File: src/rtl/uart_rx_param.sv
// rtl/uart_rx_param.sv - parameterised oversampling UART receiver with parity and stop-bit checking
module uart_rx_param #(
    parameter int DIVISOR   = 104,
    parameter int DATA_BITS = 8,
    parameter int PARITY    = 0,
    parameter int STOP_BITS = 1
) (
    input  logic                 clk,
    input  logic                 rstn,
    input  logic                 rx,
    output logic                 rcv,
    output logic [DATA_BITS-1:0] data,
    output logic                 parity_err,
    output logic                 frame_err,
    output logic                 busy
);

    localparam int CW = $clog2(DIVISOR);
    localparam int BW = $clog2(DATA_BITS + 1);
    localparam logic [CW-1:0] HALF      = CW'(DIVISOR / 2 - 1);
    localparam logic [CW-1:0] FULL      = CW'(DIVISOR - 1);
    localparam logic [BW-1:0] LAST_BIT  = BW'(DATA_BITS - 1);
    localparam logic [BW-1:0] LAST_STOP = BW'(STOP_BITS - 1);
    localparam logic          ODD_EXP   = (PARITY == 1);

    generate
        if (DIVISOR < 4 || DIVISOR > 65535) begin : g_err_divisor
            $error("uart_rx_param: DIVISOR must be 4..65535");
        end
        if (DATA_BITS < 5 || DATA_BITS > 9) begin : g_err_data_bits
            $error("uart_rx_param: DATA_BITS must be 5..9");
        end
        if (PARITY < 0 || PARITY > 2) begin : g_err_parity
            $error("uart_rx_param: PARITY must be 0, 1 or 2");
        end
        if (STOP_BITS < 1 || STOP_BITS > 2) begin : g_err_stop_bits
            $error("uart_rx_param: STOP_BITS must be 1 or 2");
        end
    endgenerate

    typedef enum logic [2:0] {
        IDLE,
        START,
        DATA,
        PAR,
        STOP,
        DONE
    } state_t;

    state_t                 r_state;
    state_t                 w_next;
    logic                   r_rx_meta;
    logic                   r_rx_s;
    logic [CW-1:0]          r_cnt;
    logic [BW-1:0]          r_bit_cnt;
    logic [DATA_BITS-1:0]   r_shift;
    logic                   r_par_err_n;
    logic                   r_frm_err_n;
    logic                   r_rcv;
    logic [DATA_BITS-1:0]   r_data;
    logic                   r_parity_err;
    logic                   r_frame_err;
    logic                   w_full;
    logic                   w_counting;
    logic                   w_enter;

    always_comb begin
        w_next     = r_state;
        w_full     = (r_cnt == FULL);
        w_counting = 1'b0;
        case (r_state)
            IDLE:  if (!r_rx_s) w_next = START;
            START: begin
                w_counting = 1'b1;
                // mid-start-bit recheck rejects short low glitches
                if (r_cnt == HALF) w_next = r_rx_s ? IDLE : DATA;
            end
            DATA: begin
                w_counting = 1'b1;
                if (w_full && r_bit_cnt == LAST_BIT) w_next = (PARITY != 0) ? PAR : STOP;
            end
            PAR: begin
                w_counting = 1'b1;
                if (w_full) w_next = STOP;
            end
            STOP: begin
                w_counting = 1'b1;
                if (w_full && r_bit_cnt == LAST_STOP) w_next = DONE;
            end
            DONE:    w_next = IDLE;
            default: w_next = IDLE;
        endcase
        w_enter = (w_next != r_state);
    end

    always_ff @(posedge clk or negedge rstn) begin
        if (!rstn) begin
            r_rx_meta <= 1'b1;
            r_rx_s    <= 1'b1;
            r_state   <= IDLE;
        end else begin
            r_rx_meta <= rx;
            r_rx_s    <= r_rx_meta;
            r_state   <= w_next;
        end
    end

    always_ff @(posedge clk or negedge rstn) begin
        if (!rstn) begin
            r_cnt       <= '0;
            r_bit_cnt   <= '0;
            r_shift     <= '0;
            r_par_err_n <= 1'b0;
            r_frm_err_n <= 1'b0;
        end else begin
            if (w_enter || (w_full && w_counting)) begin
                r_cnt <= '0;
            end else if (w_counting) begin
                r_cnt <= r_cnt + CW'(1);
            end

            // bit counter doubles as the stop-bit counter
            if (w_enter) begin
                r_bit_cnt <= '0;
            end else if (w_full && (r_state == DATA || r_state == STOP)) begin
                r_bit_cnt <= r_bit_cnt + BW'(1);
            end

            if (r_state == DATA && w_full) begin
                r_shift <= {r_rx_s, r_shift[DATA_BITS-1:1]};
            end

            if (r_state == IDLE && w_next == START) begin
                r_par_err_n <= 1'b0;
                r_frm_err_n <= 1'b0;
            end else begin
                if (r_state == PAR && w_full) begin
                    r_par_err_n <= (^r_shift) ^ r_rx_s ^ ODD_EXP;
                end
                if (r_state == STOP && w_full && !r_rx_s) begin
                    r_frm_err_n <= 1'b1;
                end
            end
        end
    end

    always_ff @(posedge clk or negedge rstn) begin
        if (!rstn) begin
            r_rcv        <= 1'b0;
            r_data       <= '0;
            r_parity_err <= 1'b0;
            r_frame_err  <= 1'b0;
        end else begin
            r_rcv <= (r_state == DONE);
            if (r_state == DONE) begin
                r_data       <= r_shift;
                r_parity_err <= (PARITY != 0) ? r_par_err_n : 1'b0;
                r_frame_err  <= r_frm_err_n;
            end
        end
    end

    assign rcv        = r_rcv;
    assign data       = r_data;
    assign parity_err = r_parity_err;
    assign frame_err  = r_frame_err;
    assign busy       = (r_state != IDLE);

endmodule

File: config.mk
export PLATFORM = sky130hd
export DESIGN_NAME = uart_rx_param
export DESIGN_NICKNAME = d
export VERILOG_FILES = /design/src/rtl/uart_rx_param.sv
export SDC_FILE = /design/constraint.sdc
export NUM_CORES = 1
export LEC_CHECK = 0
export CAP_MARGIN = 30
export CORE_ASPECT_RATIO = 1.4
export CORE_MARGIN = 3
export CORE_UTILIZATION = 43
export CTS_CLUSTER_DIAMETER = 120
export DETAILED_ROUTE_END_ITERATION = 10
export DONT_BUFFER_PORTS = 1
export PLACE_DENSITY = 0.66
export SLEW_MARGIN = 20
export SYNTH_ARGS = -nofsm -noshare
export SYNTH_HDL_FRONTEND = slang
export SYNTH_SLANG_ARGS = --single-unit
File: constraint.sdc
create_clock -name clk -period 2 [get_ports clk]
set_input_delay 0.2 -clock clk [delete_from_list [all_inputs] [get_ports clk]]
set_output_delay 0.2 -clock clk [all_outputs]
set_load 0.02 [all_outputs]
# Word-level counts from Yosys, hierarchy flattened
# Index checks and enable logic that the tools add are counted.
# totals
register_bits	35
latchBits	0
ramBits	0
rom_bits	0
in_bits	3
out_inout_bits	12
word_cells	54
n_memories	0
# classes
add_sub_neg	2
multipliers	0
div_mod_pow	0
n_lt_le_gt_ge	0
eq_ne	10
shifts	0
n_mux	14
bitwise	0
n_reduce_logical	18
# op_table
operator	count
3-bit 2-to-1 mux	5
3-bit case mux with 5 select lines	1
7-bit 2-to-1 mux	2
1-bit logical AND	8
4-bit 2-to-1 mux	2
7-bit by 1-bit adder with 7-bit output (second input constant)	1
7-bit by 6-bit == test with 1-bit output (second input constant)	1
7-bit == test (second input constant)	1
3-bit by 1-bit == test with 1-bit output (second input constant)	2
3-bit by 2-bit == test with 1-bit output (second input constant)	2
3-bit == test (second input constant)	2
2-bit nonzero test	3
4-bit by 1-bit adder with 4-bit output (second input constant)	1
4-bit by 3-bit == test with 1-bit output (second input constant)	1
4-bit logical NOT	1
4-bit OR reduction	1
3-bit logical NOT	1
1-bit 2-to-1 mux	3
3-bit inequality test	1
3-bit nonzero test	1
1-bit logical OR	2
2-bit 2-to-1 mux	1
1-bit logical NOT	1

# Longest topological paths before layout
# Gate-level depths: netlist (run 1).
# logic_depth
ltp_word	7
mapped_depth	6
mapped_depth_nobuf	5

# Worst setup path after synthesis (run 1)
# No wires, ideal clock.
# synth_timing
kind	register to register
startpoint	register r_cnt[0]
endpoint	register r_shift[0]
setup_time_ps	125
t_arrival_ps	1608
required_ps	1875
slack_ps	268
path_stages_with_launch	7
n_path_buf	1
period_less_slack_ps	1732
path_cell_list	dfrtp_1 > ha_1 > and2_2 > buf_2 > nand2_4 > nor3b_4 > mux2_2
# synth_via
elab_chain_len	2
# synth_rtl
item	line_no	rtl
start: declaration	54	logic [CW-1:0] r_cnt;
start signal: assignment	119	r_cnt <= r_cnt + CW'(1);
7-bit == test	69	w_full = (r_cnt == FULL);
1-bit logical AND	129	if (r_state == DATA && w_full) begin
end signal: assignment	130	r_shift <= {r_rx_s, r_shift[DATA_BITS-1:1]};
end: declaration	56	logic [DATA_BITS-1:0] r_shift;
# Every way passes these cells.
# A chain may end at the register's enable or synchronous reset.

# Final worst setup path (run 1)
# layout_timing
startpoint	register r_cnt[0]
endpoint	register r_shift[4]
# The elaborated chain is that of the path after synthesis.

==> results of run 1 <==
cell usage after synthesis, types with 2 or more instances:
library cell,count
clkbuf_1,3
nand4_1,4
inv_1,7
dfstp_2,2
dfrtp_1,33
nand2b_1,2
nor4_1,2
mux2_2,8
or3_1,2
nor2_1,6
nand2_1,33
nor4b_1,2
o211ai_1,2
ha_1,3
o31ai_1,2
o21ai_0,10
a21oi_1,7
buf_2,2
nand3b_1,2
nand3_1,6
nor3_1,2
a31oi_1,2
worst register-to-register path: cells and delay by family (launching register included):
family,cells,cell delay [ns]
adders and majority gates,1,0.23
DFF,1,0.39
muxes,1,0.38
and+or+nand+nor,3,0.74
worst max-delay path by stage:
stage          slack [ns]         end  cells past startpoint
2_1_floorplan        0.27  r_shift[0]                      6
3_3_place_gp         0.21  r_shift[1]                      4
3_5_place_dp         0.16    r_cnt[6]                      5
4_1_cts              0.14  r_shift[7]                      4
5_1_grt              0.02  r_shift[7]                      5
6_report             0.14  r_shift[4]                      5
registers in the layout, indices dropped and copies added, names as in the netlist:
name,cells
data,8
r_rx_meta,1
frame_err,1
r_bit_cnt,4
r_rx_s,1
rcv,1
r_shift,8
r_state,3
r_frm_err_n,1
r_cnt,7
metal layers:
metal / share of wire, % / track usage [%] / routed length, um
met5: 0 / 0 / 0
met4: 1.9 / 7.26 / 58
met3: 4.1 / 4.34 / 127
met2: 52 / 26.8 / 1590
met1: 42 / 17.9 / 1310
power groups by stage:
stage          combinational (mW)  clock, mW  sequential [mW]
6_report                   0.0234      0.648            0.713
5_1_grt                    0.0268      0.693            0.713
4_1_cts                    0.0248      0.668            0.713
3_5_place_dp              0.00270          0            0.727
3_3_place_gp              0.00271          0            0.727
2_1_floorplan             0.00420          0            0.726
final cells by class:
class,count,share of cell area (%)
clock inverter,2,1.86
multi-input combinational,115,39.2
tap,42,2.79
sequential,35,46.8
inverter,8,1.60
clock buffer,6,4.39
timing repair buffer,6,3.33
per-stage QoR:
stage / cells / total power [mW] / area, sq um / setup slack, ns / hold slack, ns
4_1_cts: 214 / 1.41 / 1880 / 0.144 / 0.357
3_5_place_dp: 203 / 0.729 / 1720 / 0.156 / -0.0948
6_report: 214 / 1.38 / 1880 / 0.139 / 0.356
5_1_grt: 214 / 1.43 / 1880 / 0.0240 / 0.358
3_3_place_gp: 203 / 0.729 / 1720 / 0.208 / -0.0949
2_1_floorplan: 165 / 0.730 / 1690 / 0.268 / -0.0956
cell families (layout without fill, tap and decap cells):
group	Yosys count	count (layout)	synth area share, %
AND/OR/NAND/NOR	73	73	24.5
buffers and inverters	15	22	4.16
other	1	1	0.223
XOR/XNOR	2	2	1.04
multiplexers	9	9	5.94
adder cells (fa/ha/maj)	3	3	2.23
flip-flops	35	35	52.1
AO/OA/AOI/OAI	27	27	9.80
timing repair:
action,in CTS,in global routing
endpoints found under the setup margin,0,4
hold endpoints to repair,36,0
gates resized for setup,0,2
hold buffers,3,0
==> metrics list, run 1 <==
- In the final layout, the multi-input gates occupy 737 sq um.
- In this run the critical register-to-register path is captured at r_shift[4].
* Startpoint class of the critical path: register
* Endpoints failing setup: 0
- Final Hold Fails: 0
- CTS saw 35 sinks.
* Total number of yosys warnings: 0
- In this run, flip-flops and latches consume 51.5% of the power.
* Hold-critical path endpoint: r_rx_s
* Switch Pwr: 0.263 mW
- Initial antenna violation count: 0
* Largest buffer count on any clock path: 2
* Relative contribution of the clock network to total power: 46.8%
- Gate Count Post-Synth: 165
- Across all layers, the routed design uses 1233 vias.
* Vertical extent of the die: 80.1 um
- The smallest clock period supported by the final layout is computed as 1.86 ns.
- The library cell used most frequently in the layout, excluding fill and tap cells, is nand2_1.
- Static power due to leakage: 0.890 nW
- Across the VDD grid, the largest voltage drop is 504 uV.
- HPWL after DPL: 2.18 mm
* Result of the run: complete, no violations
- Clock-pin slew was measured on the worst setup and hold paths at 0.07 ns.
* Portion of the post-synthesis area used by sequential elements: 52.1%
- For the pin with the worst max-slew slack, the measured transition is 0.602 ns.
- Counting every net in the synthesized netlist gives 171.
- Arrival time worst endpoint: 2.03 ns
- Critical path peak fanout: 10
- Detailed-route vias per instance: 5.76
- In the final design database the tool counted 177 nets.
- Remaining antenna violation count: 0
- Of the total power, combinational logic draws 1.7%.
* Asr flop ratio synth: 100%
- For this run, design rule violations remaining after detail routing come to 0.
* H-Tree Level Count: 2
- At the end of the flow the core is filled with cells to 50.7%.
- Internal power comes to 1.12 mW.
- The critical path contains buffers and inverters numbering 0 combined.
* Post-CTS Setup Bufs: 0
- Net switching is 19.0% of the power.
- Summed over all layers, the routed wires come to 3.08 mm.
- Among all flip-flop cells after synthesis, the most frequent one is dfrtp_1.
* Ports: 15
- The largest individual stage delay along the critical path comes from the cell dfrtp_1.
- After synthesis the netlist holds a flip-flop and latch count of 35.
* First-pass iteration count of the detailed router: 4
- Number of antenna repair diodes: 0
- The worst pin sits at a relative slew slack of 59.5%.
* Number of instances on the worst hold path: 0
* RSZ-0062 raised after global routing: no
* Total congestion overflow after global routing: 0
- The clock arrives with 0.00284 ns of skew.
* Main area contributors after synthesis: dfrtp_1, nand2_1, mux2_2, dfstp_2, o21ai_0
* Cells traversed along the worst timing path: ha_1 > and2_2 > nand2_4 > nor3b_4 > mux2_2
- Entering global routing, the biggest net connects 36 pins.
- Clock tree synthesis selected as its root buffer the cell clkbuf_8.
* Max Transition Viols Final: 0
- In the layout the commonest cells are nand2_1, dfrtp_1, o21ai_0.
* TritonCTS clock tree: done
- Crit path from: r_cnt[0]
- The final critical path takes up 93.0% of the cycle.
- Number of global-route vias before repair: 1273
- The number of different library cells used by synthesis comes to 45.
* Routability Congestion: 0.861
- The tool flagged a number of max-cap violations equal to 0.
- Peak Freq: 537 MHz
* Standard-cell rows: 26
* Path depth of the worst reg2reg path: 5
* Num CTS Buffers: 5
* Core Region: 3710 sq um
- Combined area of all synthesized cells: 1690 sq um
* Area overhead of the layout relative to synthesis: 11.6%
- Count of flip-flops with a built-in enable after synthesis: 0
* Sum Neg Setup Slack: 0 ns
- On the critical path the largest part of the delay comes from simple AND/OR/NAND/NOR gates.
* First-pass GRT wire length: 5.65 mm
* Tot GR Track Use: 15.8%
- Fraction of final layout cells with drive strength greater than 1: 18.0%
- Measured along the x axis, the die boundary spans 58.9 um.
- Critical register-to-register path startpoint: r_cnt[0]
- The largest single stage delay on the critical path is 0.39 ns.
- Setup slack on the worst reg-to-reg path comes out at 0.14 ns.
- DRT iter0 DRCs: 47
- For this configuration, the core starts out at a cell density of 45.4%.
* Wire length per cell after detailed routing: 14.4 um
- The worst setup path is captured at a register.
- Summing all flip-flop and latch instances after layout gives 881 sq um.
* Die area: 4720 sq um
- Post-synth top area share: 49.0%
- Per-instance average area after synthesis: 10.2 sq um
- Power density over the cells: 736 nW/um^2
- Kind of critical path: register to register
- Clock network latency to the later pin of the worst-skew pair: 0.28 ns
- Data on the critical path is required at its endpoint by 2.17 ns.
* Hold wc startpoint: r_rx_meta
* Class of the tightest hold or removal check: register to register
* Count of input and output buffers: 0
- After filler insertion, the fill cell instance count of the layout stands at 345.
- dfrtp_1 takes more of the synthesized area than any other cell.
No activity file was read; power rests on OpenSTA's default activity.
==> run 2: changes to the inputs <==
--- a/config.mk
+++ b/config.mk
@@ -8,11 +8,11 @@
 export CAP_MARGIN = 30
 export CORE_ASPECT_RATIO = 1.4
 export CORE_MARGIN = 3
-export CORE_UTILIZATION = 43
+export CORE_UTILIZATION = 60
 export CTS_CLUSTER_DIAMETER = 120
 export DETAILED_ROUTE_END_ITERATION = 10
 export DONT_BUFFER_PORTS = 1
-export PLACE_DENSITY = 0.66
+export PLACE_DENSITY = 0.84
 export SLEW_MARGIN = 20
 export SYNTH_ARGS = -nofsm -noshare
 export SYNTH_HDL_FRONTEND = slang
==> metrics list, run 2 (same netlist as run 1, synthesis figures left out) <==
- The static leakage power is 0.869 nW (was 0.890 nW).
* Instance count after placement with tap cells included: 197 (was 203)
- Sum of internal, switching and leakage power: 1.11 mW (was 1.38 mW)
- Routed WL: 3.02 mm (was 3.08 mm)
- The maximum vdd ir drop is 527 uV (was 504 uV).
- Wire length per cell after detailed routing: 14.5 um (was 14.4 um)
- The register-to-register setup slack came to 0.16 ns (was 0.14 ns).
- The buffer type at the clock tree root is clkbuf_4 (was clkbuf_8).
- Kind of critical path: register to register (unchanged)
* Core Region: 2640 sq um (was 3710 sq um)
* Area overhead of the layout relative to synthesis: 7.94% (was 11.6%)
- Count of input and output buffers: 0 (unchanged)
* Total congestion overflow after global routing: 0 (unchanged)
- The maximum level of the CTS H-tree was 2 (unchanged).
- Power density over the cells: 613 nW/um^2 (was 736 nW/um^2)
- The post-CTS clock slew at the launch and capture registers of the worst setup and hold paths was 0.10 ns (was 0.07 ns).
- Data required time of the worst path: 2.23 ns (was 2.17 ns)
* Ports: 15 (unchanged)
* Arrival time worst endpoint: 2.07 ns (was 2.03 ns)
* Clock skew: 0.00945 ns (was 0.00284 ns)
* Sum Neg Setup Slack: 0 ns (unchanged)
- Remaining antenna violation count: 0 (unchanged)
* HPWL after DPL: 2.19 mm (was 2.18 mm)
* Final Hold Fails: 0 (unchanged)
- Number of antenna repair diodes: 0 (unchanged)
* Crit path time final: 1.84 ns (was 1.86 ns)
* Most common library cell in the layout ignoring fill and taps: nand2_1 (unchanged)
- The effective utilization at floorplan is 63.8% (was 45.4%).
* Final core utilization: 68.8% (was 50.7%)
- Slew HR: 61.4% (was 59.5%)
* Result of the run: complete, no violations (unchanged)
* TritonCTS clock tree: done (unchanged)
- Routability Congestion: 0.839 (was 0.861)
- Fraction of final layout cells with drive strength greater than 1: 18.0% (unchanged)
- Nature of the critical path endpoint: register (unchanged)
- The first-pass GRT wire length was 5.26 mm (was 5.65 mm).
* Net count of the finished layout: 178 (was 177)
- RSZ-0062 raised after global routing: no (unchanged).
* Part of the cycle the worst path needs: 92.2% (was 93.0%)
- Top library cells by usage in the layout, fill and taps aside: nand2_1, dfrtp_1, o21ai_0 (unchanged).
- The starting DRC count in detailed routing is 16 (was 47).
- Routed vias: 1235 (was 1233)
* Largest net degree at the start of global routing: 36 (unchanged)
- Die area: 3490 sq um (was 4720 sq um)
* Initial antenna violation count: 0 (unchanged)
* Clock network latency to the later pin of the worst-skew pair: 0.34 ns (was 0.28 ns)
- The biggest fanout along the worst timing path is 10 (unchanged).
- The vias per cell came to 5.94 (was 5.76).
- Non-filler cells in the finished layout: 208 (was 214)
* Slew of the pin with the lowest slew margin: 0.574 ns (was 0.602 ns)
- Standard-cell rows: 22 (was 26)
* Largest buffer count on any clock path: 2 (unchanged)
- Number of max-capacitance violations reported: 0 (unchanged)
* Horizontal die dimension: 50.8 um (was 58.9 um)
- The count of unresolved DRC violations after routing was 0 (unchanged).
* Endpoints failing setup: 0 (unchanged)
- Tot GR Track Use: 20.6% (was 15.8%)
- Max Transition Viols Final: 0 (unchanged)
- The via count of the first global-routing pass came to 1235 (was 1273).
- The chip height is 68.7 um (was 80.1 um).
- Class of the tightest hold or removal check: input pin to asynchronous set/reset pin (was register to register)
- Num CTS Buffers: 5 (unchanged)
- Startpoint class of the critical path: register (unchanged)
* First-pass iteration count of the detailed router: 4 (unchanged)
* CTS Sinks: 35 (unchanged)
- The peak clock frequency supported by timing was 542 MHz (was 537 MHz).
run 2: changes by cell type in the layout (fill, tap and decap cells not counted):
cell and delta:
clkbuf_8 -5, buf_4 +1, clkbuf_4 +5, bufinv_16 -1
run 2: per-stage QoR:
step	area [sq um]	setup WS [ns]	hold slack, ns
final	1820	0.155	0.292
after global placement	1710	0.217	-0.0948
after detailed placement	1710	0.148	-0.0948
after floorplan	1690	0.268	-0.0956
after global routing	1820	0.0185	0.308
after CTS	1810	0.118	0.287
run 2: power by group:
part	internal (mW)	switching [mW]	total, mW
registers	0.711	0.00179	0.713
clock network	0.163	0.216	0.379
logic	0.00749	0.0156	0.0231
total	0.881	0.234	1.11
run 2: critical path: stages, from the launching register on:
cell and delay (ns):
dfrtp_1 0.48, and4bb_2 0.40, nand2_4 0.11, nor3b_4 0.21, buf_4 0.19, mux2_2 0.34
run 2: final cells by class:
cell class	instances	area, sq um
sequential	35	881
fill	212	823
multi-input combinational	115	737
timing repair buffer	7	70.1
clock buffer	6	51.3
tap	36	45.0
inverter	8	30.0
clock inverter	1	5.00
run 2: what timing repair did:
item | CTS | global route
setup buffers | 0 | 1
resized for setup | 0 | 2
endpoints found under the setup margin | 0 | 7
hold buffers | 3 | 0
endpoints found under the hold margin | 36 | 0
run 2: metal layers:
layer	vias up	GRT usage, %	routed length (um)
li1	595	-	-
met1	608	19.7	1130
met2	22	39.2	1680
met3	10	5.16	135
met4	0	12.5	82
met5	-	0	0
run 2: final timing paths:
| kind | startpoint | to | cells after the start |
|---|---|---|---|
| setup / recovery | r_cnt[4] | r_shift[4] | 5 |
| hold / removal | rstn | r_state[2] | 2 |
| setup reg to reg | r_cnt[4] | r_shift[4] | 5 |
| hold reg to reg | r_rx_meta | r_rx_s | 0 |
| max in group asynchronous | rstn | r_rx_meta | 2 |
| min in group clk | r_rx_meta | r_rx_s | 0 |
==> run 3: changes to the inputs <==
--- a/config.mk
+++ b/config.mk
@@ -5,8 +5,10 @@
 export SDC_FILE = /design/constraint.sdc
 export NUM_CORES = 1
 export LEC_CHECK = 0
+export ABC_AREA = 1
+export ABC_CLOCK_PERIOD_IN_PS = 2000
 export CAP_MARGIN = 30
-export CORE_ASPECT_RATIO = 1.4
+export CORE_ASPECT_RATIO = 0.6
 export CORE_MARGIN = 3
 export CORE_UTILIZATION = 60
 export CTS_CLUSTER_DIAMETER = 120
==> metrics list, run 3 <==
* Crit path time final: 1.85 ns (was 1.84 ns)
- First-pass iteration count of the detailed router: 5 (was 4)
- Routability Congestion: 0.869 (was 0.839)
- The number of hold-slack violations in the final timing report is 0 (unchanged).
* Top post-synthesis cells by count: nand2_1, dfrtp_1, inv_1, nor2_1, o21ai_0 (was dfrtp_1, nand2_1, o21ai_0, mux2_2)
- The buffer depth of the longest clock path is 2 (unchanged).
* Class of the tightest hold or removal check: register to register (was input pin to asynchronous set/reset pin)
* Post-CTS Setup Bufs: 0 (unchanged)
* Total congestion overflow after global routing: 0 (unchanged)
- The net total in the final layout is 205 (was 178).
- The half-perimeter wire length after detailed placement was 2.51 mm (was 2.19 mm).
* Library cell with the highest instance count after synthesis: nand2_1
* Multi-input gate area: 744 sq um (was 737 sq um)
- Area overhead of the layout relative to synthesis: 11.1% (was 7.94%)
- The post-CTS clock slew at the launch and capture registers of the worst setup and hold paths is 0.07 ns (was 0.10 ns).
- Met2 track demand over resource in global routing: 33.6% (was 39.2%)
- The biggest fanout along the worst timing path was 5 (was 10).
- Clock root buffer: clkbuf_8 (was clkbuf_4)
- The sequential cell area fraction in the yosys report came to 51.5% (was 52.1%).
* Fraction of final layout cells with drive strength greater than 1: 16.5% (was 18.0%)
- Number of max-capacitance violations reported: 0 (unchanged)
- The element type at the critical path start is a register (unchanged).
- The largest net degree at the start of global routing was 36 (unchanged).
- Clock network latency to the later pin of the worst-skew pair: 0.28 ns (was 0.34 ns)
- The leading cell type in the layout, fill and taps excluded is nand2_1 (unchanged).
- Number of antenna repair diodes: 0 (unchanged)
* Result of the run: complete, no violations (unchanged)
- Max Transition Viols Final: 0 (unchanged)
- Power density over the cells: 683 nW/um^2 (was 613 nW/um^2)
- The critical path arrival came to 2.06 ns (was 2.07 ns).
- Routed WL: 3.40 mm (was 3.02 mm)
- The number of antenna violations at the first check in global routing came to 0 (unchanged).
* Total number of yosys warnings: 0 (unchanged)
- Ports: 15 (unchanged)
* Setup slack on the worst flop-to-flop path: 0.15 ns (was 0.16 ns)
- Count of input and output buffers: 0 (unchanged)
- Hold slack final: 0.363 ns (was 0.292 ns)
* Part of the cycle the worst path needs: 92.7% (was 92.2%)
- The cell taking the most area after synthesis is dfrtp_1 (unchanged).
- Yosys reg bits: 35 (unchanged)
- The required time of the critical path came to 2.21 ns (was 2.23 ns).
* Peak Freq: 539 MHz (was 542 MHz)
- Die area: 3540 sq um (was 3490 sq um)
- Sum of internal, switching and leakage power: 1.29 mW (was 1.11 mW)
* CTS Sinks: 35 (unchanged)
- The async set or reset register ratio after synthesis is 100% (unchanged).
- Main area contributors after synthesis: dfrtp_1, nand2_1, o21ai_0, inv_1, xor2_1 (was dfrtp_1, nand2_1, mux2_2, dfstp_2, o21ai_0)
- Kind of critical path: register to register (unchanged)
- Distinct cell type count of the synthesized netlist: 32 (was 45)
- The post-synth net total came to 197 (was 171).
- Starting utilization of the core area: 65.4% (was 63.8%)
* Static power due to leakage: 0.879 nW (was 0.869 nW)
* Tot GR Track Use: 21.8% (was 20.6%)
* Max rail drop VDD: 550 uV (was 527 uV)
* Per-instance average area after synthesis: 8.94 sq um (was 10.2 sq um)
- The critical path endpoint category is a register (unchanged).
* Count of filler cells inserted in the layout: 194 (was 212)
* Post-synth top area share: 48.4% (was 49.0%)
- The main flop type after synthesis was dfrtp_1 (unchanged).
- The layer with the highest usage is met2 (unchanged).
- Standard-cell rows: 14 (was 22)
- Remaining antenna violation count: 0 (unchanged)
* Detailed-route vias per instance: 5.47 (was 5.94)
- The starting DRC count in detailed routing was 157 (was 16).
- The area inside the core boundary was 2610 sq um (was 2640 sq um).
* Gate Count Post-Synth: 191 (was 165)
- Global routing met3 resource utilization: 7.26% (was 5.16%)
- The count of unresolved DRC violations after routing was 0 (unchanged).
- H-Tree Level Count: 2 (unchanged)
- TritonCTS clock tree: done (unchanged)
- The via count of the first global-routing pass was 1176 (was 1235).
- Vertical extent of the die: 47.3 um (was 68.7 um)
- The via count of the routed design was 1270 (was 1235).
- Clock skew: 0.00659 ns (was 0.00945 ns)
- Wire length per cell after detailed routing: 14.7 um (was 14.5 um)
- Horizontal die dimension: 74.9 um (was 50.8 um)
- Count of flip-flops with a built-in enable after synthesis: 0 (unchanged)
* Combined area of all synthesized cells: 1710 sq um (was 1690 sq um)
- Endpoints failing setup: 0 (unchanged)
- The TritonCTS buffer count was 5 (unchanged).
- Sequential cell area: 878 sq um (was 881 sq um)
- First-pass GRT wire length: 5.51 mm (was 5.26 mm)
* Global routing usage on met1: 29.8% (was 19.7%)
- Top library cells by usage in the layout, fill and taps aside: nand2_1, dfrtp_1, inv_1 (was nand2_1, dfrtp_1, o21ai_0)
[run 3: cell types whose count changed in the layout (fill, tap and decap cells not counted), sizes merged, moves of 3 or more]
cell / change
nand2: +15
mux2: -8
o21ai: +7
nand3: +6
nor2: +15
a21oi: -3
nor4b: -3
xor2: +7
buf: -3
inv: +16
[run 3: area by class of cell]
type | count | area share (%)
inverters | 23 | 4.55
clock buffers | 8 | 5.28
multi-input cells | 130 | 39.2
well taps | 32 | 2.11
flip-flops and latches | 35 | 46.3
repair buffers | 4 | 2.51
[run 3: timing repair]
action / 4_1_cts / 5_1_grt
endpoints found under the setup margin: 0 / 6
hold endpoints to repair: 36 / 0
resized for setup: 0 / 5
hold buffers: 3 / 0
[run 3: worst max-delay path, cell delays in order (launching register included)]
cell	delay, ns
dfrtp_1	0.39
ha_2	0.23
nand2_1	0.08
nor2_1	0.14
nand2_2	0.11
a211oi_2	0.38
nand4_1	0.17
xor2_1	0.18
nor2_1	0.11
[run 3: path summary, 6_finish.rpt]
path	from	endpoint	depth (start not counted)
min in group asynchronous	rstn	r_cnt[4]	2
max in group asynchronous	rstn	r_rx_meta	2
min reg2reg	r_rx_meta	r_rx_s	0
max reg2reg	r_cnt[0]	r_bit_cnt[3]	8
max	r_cnt[0]	r_bit_cnt[3]	8
min	r_rx_meta	r_rx_s	0
[run 3: kinds of logic after synthesis]
family	Yosys count	share of synthesized area, %
other	1	0.220
buffers and inverters	26	5.94
adders and majority gates	3	2.20
AOI/OAI and AO/OA	24	9.09
and+or+nand+nor	93	26.5
xor gates and xnor gates	9	4.62
DFF	35	51.5
[run 3: metal layers]
layer	vias to the layer above	share of wire (%)
met3	4	6.4
met5	-	0
met1	605	47
met2	42	46
li1	619	-
met4	0	0.62
[run 3: per-stage QoR]
stage	instances	setup TNS, ns	cell area (sq um)	worst slack (ns)	utilization [%]
2_1_floorplan	191	0	1710	0.376	-
3_3_place_gp	221	0	1740	0.178	66.6
3_5_place_dp	221	0	1740	0.119	66.6
4_1_cts	232	0	1880	0.105	72.0
5_1_grt	232	-0.00134	1900	-0.00134	72.7
6_report	232	0	1900	0.146	72.7
[run 3: power by group]
| part | internal, mW | leakage, nW | switching, mW |
|---|---|---|---|
| clock network | 0.314 | 0.0515 | 0.244 |
| registers | 0.711 | 0.467 | 0.00138 |
| logic | 0.00703 | 0.361 | 0.0169 |
